$ cat src/rtl/regression_predictor_pkg.sv
// Shared definitions for the regression predictor: FSM state encoding,
// default Q-format (Q10.10 in a 20-bit word), run length and accumulator width.
// Imported by regression_predictor and regression_predictor_line_eval.
package regression_predictor_pkg;

    localparam int Q_N         = 20;   // word width of x/y/beta/y_hat/residual/mse
    localparam int Q_F         = 10;   // fraction bits of every word
    localparam int SAMPLES_DEF = 150;  // samples per run, also the MSE divisor
    localparam int ACC_W_DEF   = 48;   // squared-error accumulator width

    typedef enum logic [1:0] {
        ST_IDLE   = 2'd0,
        ST_RUN    = 2'd1,
        ST_FINISH = 2'd2,
        ST_DONE   = 2'd3
    } state_t;

    // Largest positive value of an n-bit two's-complement word, used as the
    // MSE saturation ceiling.
    function automatic logic [Q_N-1:0] pos_max(input int n);
        logic [Q_N-1:0] v;
        v = '0;
        for (int i = 0; i < n - 1; i++) begin
            v[i] = 1'b1;
        end
        return v;
    endfunction

endpackage

$ cat src/rtl/regression_predictor_line_eval.sv
// Purpose : combinational y_hat = beta0 + beta1*x, err = y - y_hat, sq = err^2.
// Latency : 0 cycles (pure combinational datapath).
// Backpressure: none; the caller decides when results are consumed.
// Ports: beta0/beta1/x/y are signed N-bit Q(N-F).F inputs; yhat/err are N-bit
//        wrapping results; sq is the full 2N-bit Q(2F) square of err.
module regression_predictor_line_eval
    import regression_predictor_pkg::*;
#(
    parameter int N = Q_N,
    parameter int F = Q_F
) (
    input  logic signed [N-1:0]   beta0,
    input  logic signed [N-1:0]   beta1,
    input  logic signed [N-1:0]   x,
    input  logic signed [N-1:0]   y,
    output logic signed [N-1:0]   yhat,
    output logic signed [N-1:0]   err,
    output logic signed [2*N-1:0] sq
);

    logic signed [2*N-1:0] prod;

    // Operands are sign-extended to the 2N-bit context before multiplying,
    // so the product is exact. Dropping the low F bits of a two's-complement
    // value rounds toward -inf, which is the intended truncation.
    assign prod = beta1 * x;
    assign yhat = beta0 + prod[N+F-1:F];
    assign err  = y - yhat;
    assign sq   = err * err;

endmodule

$ cat src/rtl/regression_predictor.sv
// Purpose : evaluates a fitted line over SAMPLES (x,y) pairs, streams y_hat and
//           residual per sample, then reports the mean squared error.
// Latency : 1 cycle accept->out_valid; done 2 cycles after the final output pop.
// Backpressure: valid/ready both sides; in_ready drops while the output register
//           is full and not being popped, so nothing is lost or duplicated.
// Ports: clk/rst (async active-high); start + beta0_bus/beta1_bus latch the
//        coefficients; x_bus/y_bus/in_valid/in_ready input stream;
//        yhat_bus/err_bus/out_valid/out_ready output stream; mse_bus/busy/done status.
module regression_predictor
    import regression_predictor_pkg::*;
#(
    parameter int N       = Q_N,
    parameter int F       = Q_F,
    parameter int SAMPLES = SAMPLES_DEF,
    parameter int ACC_W   = ACC_W_DEF
) (
    input  logic         clk,
    input  logic         rst,
    input  logic         start,
    input  logic [N-1:0] beta0_bus,
    input  logic [N-1:0] beta1_bus,
    input  logic [N-1:0] x_bus,
    input  logic [N-1:0] y_bus,
    input  logic         in_valid,
    output logic         in_ready,
    output logic [N-1:0] yhat_bus,
    output logic [N-1:0] err_bus,
    output logic         out_valid,
    input  logic         out_ready,
    output logic [N-1:0] mse_bus,
    output logic         busy,
    output logic         done
);

    localparam int CNT_W = $clog2(SAMPLES + 1);

    state_t             state_q, state_d;
    logic [N-1:0]       beta0_q, beta0_d;
    logic [N-1:0]       beta1_q, beta1_d;
    logic [ACC_W-1:0]   acc_q, acc_d;
    logic [CNT_W-1:0]   acc_cnt_q, acc_cnt_d;
    logic [CNT_W-1:0]   pop_cnt_q, pop_cnt_d;
    logic               out_valid_q, out_valid_d;
    logic [N-1:0]       yhat_q, yhat_d;
    logic [N-1:0]       err_q, err_d;
    logic [N-1:0]       mse_q, mse_d;

    logic [N-1:0]       yhat_c;
    logic [N-1:0]       err_c;
    logic [2*N-1:0]     sq_c;
    logic [ACC_W-1:0]   sq_ext;
    logic [ACC_W-1:0]   q_c;
    logic [N-1:0]       mse_c;
    logic               in_ready_c;
    logic               accept;
    logic               pop;

    regression_predictor_line_eval #(
        .N (N),
        .F (F)
    ) u_line_eval (
        .beta0 (beta0_q),
        .beta1 (beta1_q),
        .x     (x_bus),
        .y     (y_bus),
        .yhat  (yhat_c),
        .err   (err_c),
        .sq    (sq_c)
    );

    assign sq_ext = {{(ACC_W - 2*N){sq_c[2*N-1]}}, sq_c};

    // Division by a constant; the accumulator is treated as unsigned.
    assign q_c = acc_q / ACC_W'(SAMPLES);

    always_comb begin
        mse_c = q_c[N+F-1:F];
        if (q_c >= (ACC_W'(1) << (N + F - 1))) begin
            mse_c = pos_max(N);
        end
    end

    // A pop frees the output register in the same cycle, so a new sample can
    // be accepted back-to-back while the downstream keeps out_ready high.
    assign in_ready_c = (state_q == ST_RUN) &&
                        (acc_cnt_q < CNT_W'(SAMPLES)) &&
                        (!out_valid_q || out_ready);
    assign accept     = in_valid && in_ready_c;
    assign pop        = out_valid_q && out_ready;

    always_comb begin
        state_d     = state_q;
        beta0_d     = beta0_q;
        beta1_d     = beta1_q;
        acc_d       = acc_q;
        acc_cnt_d   = acc_cnt_q;
        pop_cnt_d   = pop_cnt_q;
        out_valid_d = out_valid_q;
        yhat_d      = yhat_q;
        err_d       = err_q;
        mse_d       = mse_q;

        unique case (state_q)
            ST_IDLE, ST_DONE: begin
                if (start) begin
                    state_d     = ST_RUN;
                    beta0_d     = beta0_bus;
                    beta1_d     = beta1_bus;
                    acc_d       = '0;
                    acc_cnt_d   = '0;
                    pop_cnt_d   = '0;
                    out_valid_d = 1'b0;
                    mse_d       = '0;
                end
            end
            ST_RUN: begin
                if (pop) begin
                    pop_cnt_d   = pop_cnt_q + CNT_W'(1);
                    out_valid_d = 1'b0;
                    if (pop_cnt_q == CNT_W'(SAMPLES - 1)) begin
                        state_d = ST_FINISH;
                    end
                end
                if (accept) begin
                    acc_cnt_d   = acc_cnt_q + CNT_W'(1);
                    acc_d       = acc_q + sq_ext;
                    out_valid_d = 1'b1;
                    yhat_d      = yhat_c;
                    err_d       = err_c;
                end
            end
            ST_FINISH: begin
                mse_d   = mse_c;
                state_d = ST_DONE;
            end
            default: begin
                state_d = ST_IDLE;
            end
        endcase
    end

    always_ff @(posedge clk or posedge rst) begin
        if (rst) begin
            state_q     <= ST_IDLE;
            beta0_q     <= '0;
            beta1_q     <= '0;
            acc_q       <= '0;
            acc_cnt_q   <= '0;
            pop_cnt_q   <= '0;
            out_valid_q <= 1'b0;
            yhat_q      <= '0;
            err_q       <= '0;
            mse_q       <= '0;
        end else begin
            state_q     <= state_d;
            beta0_q     <= beta0_d;
            beta1_q     <= beta1_d;
            acc_q       <= acc_d;
            acc_cnt_q   <= acc_cnt_d;
            pop_cnt_q   <= pop_cnt_d;
            out_valid_q <= out_valid_d;
            yhat_q      <= yhat_d;
            err_q       <= err_d;
            mse_q       <= mse_d;
        end
    end

    assign in_ready  = in_ready_c;
    assign out_valid = out_valid_q;
    assign yhat_bus  = yhat_q;
    assign err_bus   = err_q;
    assign mse_bus   = mse_q;
    assign busy      = (state_q == ST_RUN) || (state_q == ST_FINISH);
    assign done      = (state_q == ST_DONE);

endmodule

$ cat config.mk
export PLATFORM = sky130hd
export DESIGN_NAME = regression_predictor
export DESIGN_NICKNAME = d
export VERILOG_FILES = /design/src/rtl/regression_predictor_pkg.sv /design/src/rtl/regression_predictor_line_eval.sv /design/src/rtl/regression_predictor.sv
export SDC_FILE = /design/constraint.sdc
export NUM_CORES = 2
export LEC_CHECK = 0
export CORE_UTILIZATION = 55
export CTS_BUF_LIST = sky130_fd_sc_hd__clkbuf_16
export CTS_CLUSTER_DIAMETER = 200
export DETAILED_ROUTE_END_ITERATION = 10
export GPL_TIMING_DRIVEN = 0
export PLACE_DENSITY = 0.82
export SETUP_SLACK_MARGIN = 0.5
export SYNTH_ARGS = -nofsm -noshare
export SYNTH_HDL_FRONTEND = slang
export SYNTH_HIERARCHICAL = 1
export SYNTH_SLANG_ARGS = --single-unit
$ cat constraint.sdc
create_clock -name clk -period 49.2 [get_ports clk]
set_input_delay 14.76 -clock clk [delete_from_list [all_inputs] [get_ports clk]]
set_output_delay 14.76 -clock clk [all_outputs]
set_load 0.05 [all_outputs]
==> flow_summary_export.csv <==
group,metric,value,unit
clocking,htree_num_levels,4,
routing,drt_wl_total,132000,um
layout,multiInputGateArea,38900,um^2
yosys,avgSynthCellArea,8.43,um^2
layout,fill_cells,7213,
yosys,synth.ff_latch_count,167,
yosys,synthArstFlopShare,1.00,
routing,drc,0,
clocking,clk_latency,0.55,ns
yosys,synth_mux_area_frac,0.0396,
yosys,synthAdderAreaFrac,0.371,
global_routing,grt_usage,0.306,
sta,fin_tns_setup,0,ns
floorplan,dieHeight,296,um
worst_hold_path,whs_path_depth,1,
sta,max_freq,0.0264,GHz
worst_setup_path,rr_startpoint,"acc_q[43]",
routing,dr.pass1.iters,7,
worst_setup_path,worstSetupPathType,"in2reg",
layout,layout-drive-gt1-share,0.0579,
yosys,netlist_instances,5650,
yosys,synth_edf_count,0,
floorplan,initial_core_util,0.557,
global_routing,overflow,0,
worst_setup_path,critPathMaxFanout,10,
sta,slew_headroom,0.214,
worst_setup_path,crit_start,"x_bus[10]",
yosys,synth_compound_area_frac,0.179,
worst_setup_path,critPathCaptureType,"flip-flop",
sta,finalSetupViolations,0,
sta,final.setup_skew,0.0268,ns
clocking,root_buffer,"clkbuf_16",
routing,vias,42100,
worst_setup_path,crit_slowest_cell,"xnor2_1",
clocking,cts_buffer_depth,2,
sta,drv_slew,0,
clocking,cts.hold.buffers_added,0,
outcome,status,"complete, no violations",
worst_setup_path,timing.critical_path.mode_cell,"a21o_1",
floorplan,die_area,87800,um^2
yosys,synth-simple-area-share,0.171,
clocking,ctsResizeCount,0,
run,cap_viol_max_count,0,
worst_setup_path,critPathLaunchType,"input pin",
global_routing,grt_max_degree,106,
sta,tightest_slew,1.17,ns
clocking,path_clk_slew,0.09,ns
layout,ff_latch_area,4180,um^2
worst_setup_path,worstPathRequired,49.61,ns
clocking,cts_tree,"yes",
layout,num_antenna_cells,0,
clocking,cts_buffers,17,
routing,avgRoutedWirePerCell,18.9,um
layout,area_growth,7.37,%
sta,rsz0062_at_grt,"no",
placement,routabilityCongestion,0.970,
worst_setup_path,max_stage_delay,0.65,ns
yosys,synth_warnings,6,
clocking,cts.sinks,167,
floorplan,die_x,296,um
placement,io_buffers,139,
yosys,syn_area,47600,um^2
worst_hold_path,worstHoldStart,"mse_bus[13]",
global_routing,antenna_found_initial,2,
routing,antenna_left,0,
floorplan,core_area,85500,um^2
sta,period_share,0.769,
global_routing,grt_pass1_wl,215000,um
floorplan,io_pins,149,
global_routing,grt_pass1_vias,41900,
yosys,synth-main-ff-cell,"dfrtp_1",
yosys,synth_top_family_by_area,"adder cells",
sta,finalHoldViolations,0,
layout,final_nets,6879,
yosys,synth_cell_types,142,
yosys,synth_seq_area_share,0.0877,
worst_setup_path,reg2reg_depth,88,
worst_setup_path,arrival,38.23,ns
clocking,post-cts-setup-buffers,0,
placement,dp_hpwl,107000,um
routing,drt-vias-per-instance,6.04,
floorplan,rows,107,
worst_hold_path,min_path_type,"reg2reg",
routing,drt_iter0_drc,3660,
sta,post-route-min-period,37.82,ns
yosys,synthXorXnorAreaFrac,0.0551,
## cell families (layout without fill, tap and decap cells)
kind of cell             Yosys count  count (layout)
adder cells (fa/ha/maj)          996             996
XOR/XNOR                         292             292
other                              1               3
multiplexers                     173             173
AND/OR/NAND/NOR                 1644            1644
flip-flops                       167             167
AO/OA/AOI/OAI                   1183            1183
buffers and inverters           1194            1367
## layout by cell type (no fill, tap or decap), types with 45 or more instances in the layout
cell type          n
and2_1           249
o21a_1            55
mux2_2            97
a21o_1           112
nand3_1          155
xor2_1            58
o211ai_1          49
clkbuf_1         186
nor2_1           364
clkdlybuf4s50_1  139
inv_1            923
a21oi_1          230
nand4_1           45
xnor2_1          227
o21ai_0          190
ha_1             284
nand2_1          470
nor3_1            97
dfrtp_1          167
mux2i_1           65
fa_1             698
## layer usage
layer / track usage / routed length [um] / part of all wire
met2: 0.498 / 61500 / 0.47
met1: 0.403 / 53800 / 0.41
met4: 0.117 / 4950 / 0.038
met5: 0 / 0 / 0
met3: 0.0609 / 11700 / 0.089
## synthesized netlist by cell type, drive strengths merged, types with 23 or more instances
library cell  number  share of area
a31oi             46         0.0068
inv              938          0.074
fa               698           0.29
or2               35         0.0046
dfrtp            167          0.088
and2             251          0.033
nand3            156          0.016
nand4             47         0.0066
xor2              62          0.013
ha               284          0.075
and3              34         0.0046
a21o             112          0.018
mux2i             69          0.015
a21oi            241          0.026
nor2b             26         0.0035
nor4              31         0.0051
o211ai            53         0.0088
buf               64         0.0072
o21bai            35         0.0055
nand2            470          0.037
o21ai            240          0.026
or3               28         0.0039
o31ai             23         0.0041
nor2             368          0.030
mux2             104          0.025
nand2b            40         0.0053
o21a              55         0.0087
a211oi            54          0.010
clkbuf           186          0.015
xnor2            230          0.043
nor3             101          0.011
## state kept, by name, indices dropped and copies added (netlist names)
register	cells
beta1_q	20
mse_bus	20
acc_cnt_q	8
yhat_bus	20
acc_q	48
out_valid	1
state_q	2
err_bus	20
beta0_q	20
pop_cnt_q	8
## path summary, 6_finish.rpt
check | slack, ns | endpoint
worst max-delay path | 11.38 | acc_q[47]
min in group asynchronous | 14.64 | beta1_q[4]
worst max register to register | 22.23 | mse_bus[0]
worst min register to register | 0.48 | mse_bus[13]
max in group asynchronous | 33.59 | err_bus[15]
worst min-delay path | 0.48 | mse_bus[13]
## layout make-up
cell class,instances,area share
Sequential cell,167,0.0817
Timing Repair Buffer,141,0.0279
Tap cell,1144,0.0280
Buffer,250,0.0204
Multi-Input combinational cell,4291,0.760
Clock buffer,17,0.00832
Clock inverter,15,0.00377
Inverter,944,0.0695
## stage by stage
stage | setup slack, ns | hold slack [ns] | cell area (um^2) | instances | utilization
final | 11.38 | 0.485 | 51200 | 6969 | 0.598
after global routing | 10.28 | 0.504 | 51200 | 6969 | 0.598
after CTS | 11.71 | 0.488 | 51100 | 6969 | 0.598
after detailed placement | 11.19 | 0.469 | 50500 | 6937 | 0.591
after global placement | 11.41 | 0.463 | 50500 | 6935 | 0.590
after floorplan | 14.65 | 0.482 | 47700 | 5652 | -
## critical path: cells and delay by family
| kind | cells | cell delay [ns] |
|---|---|---|
| simple gates | 13 | 2.37 |
| xor+xnor | 3 | 1.16 |
| compound gates | 40 | 8.67 |
| fa+ha+maj | 20 | 8.69 |
| buf+inv | 12 | 2.55 |
Power is left out: the tool's default activity adds up to more than one toggle a clock period on the data nets, which glitch-free logic cannot reach.
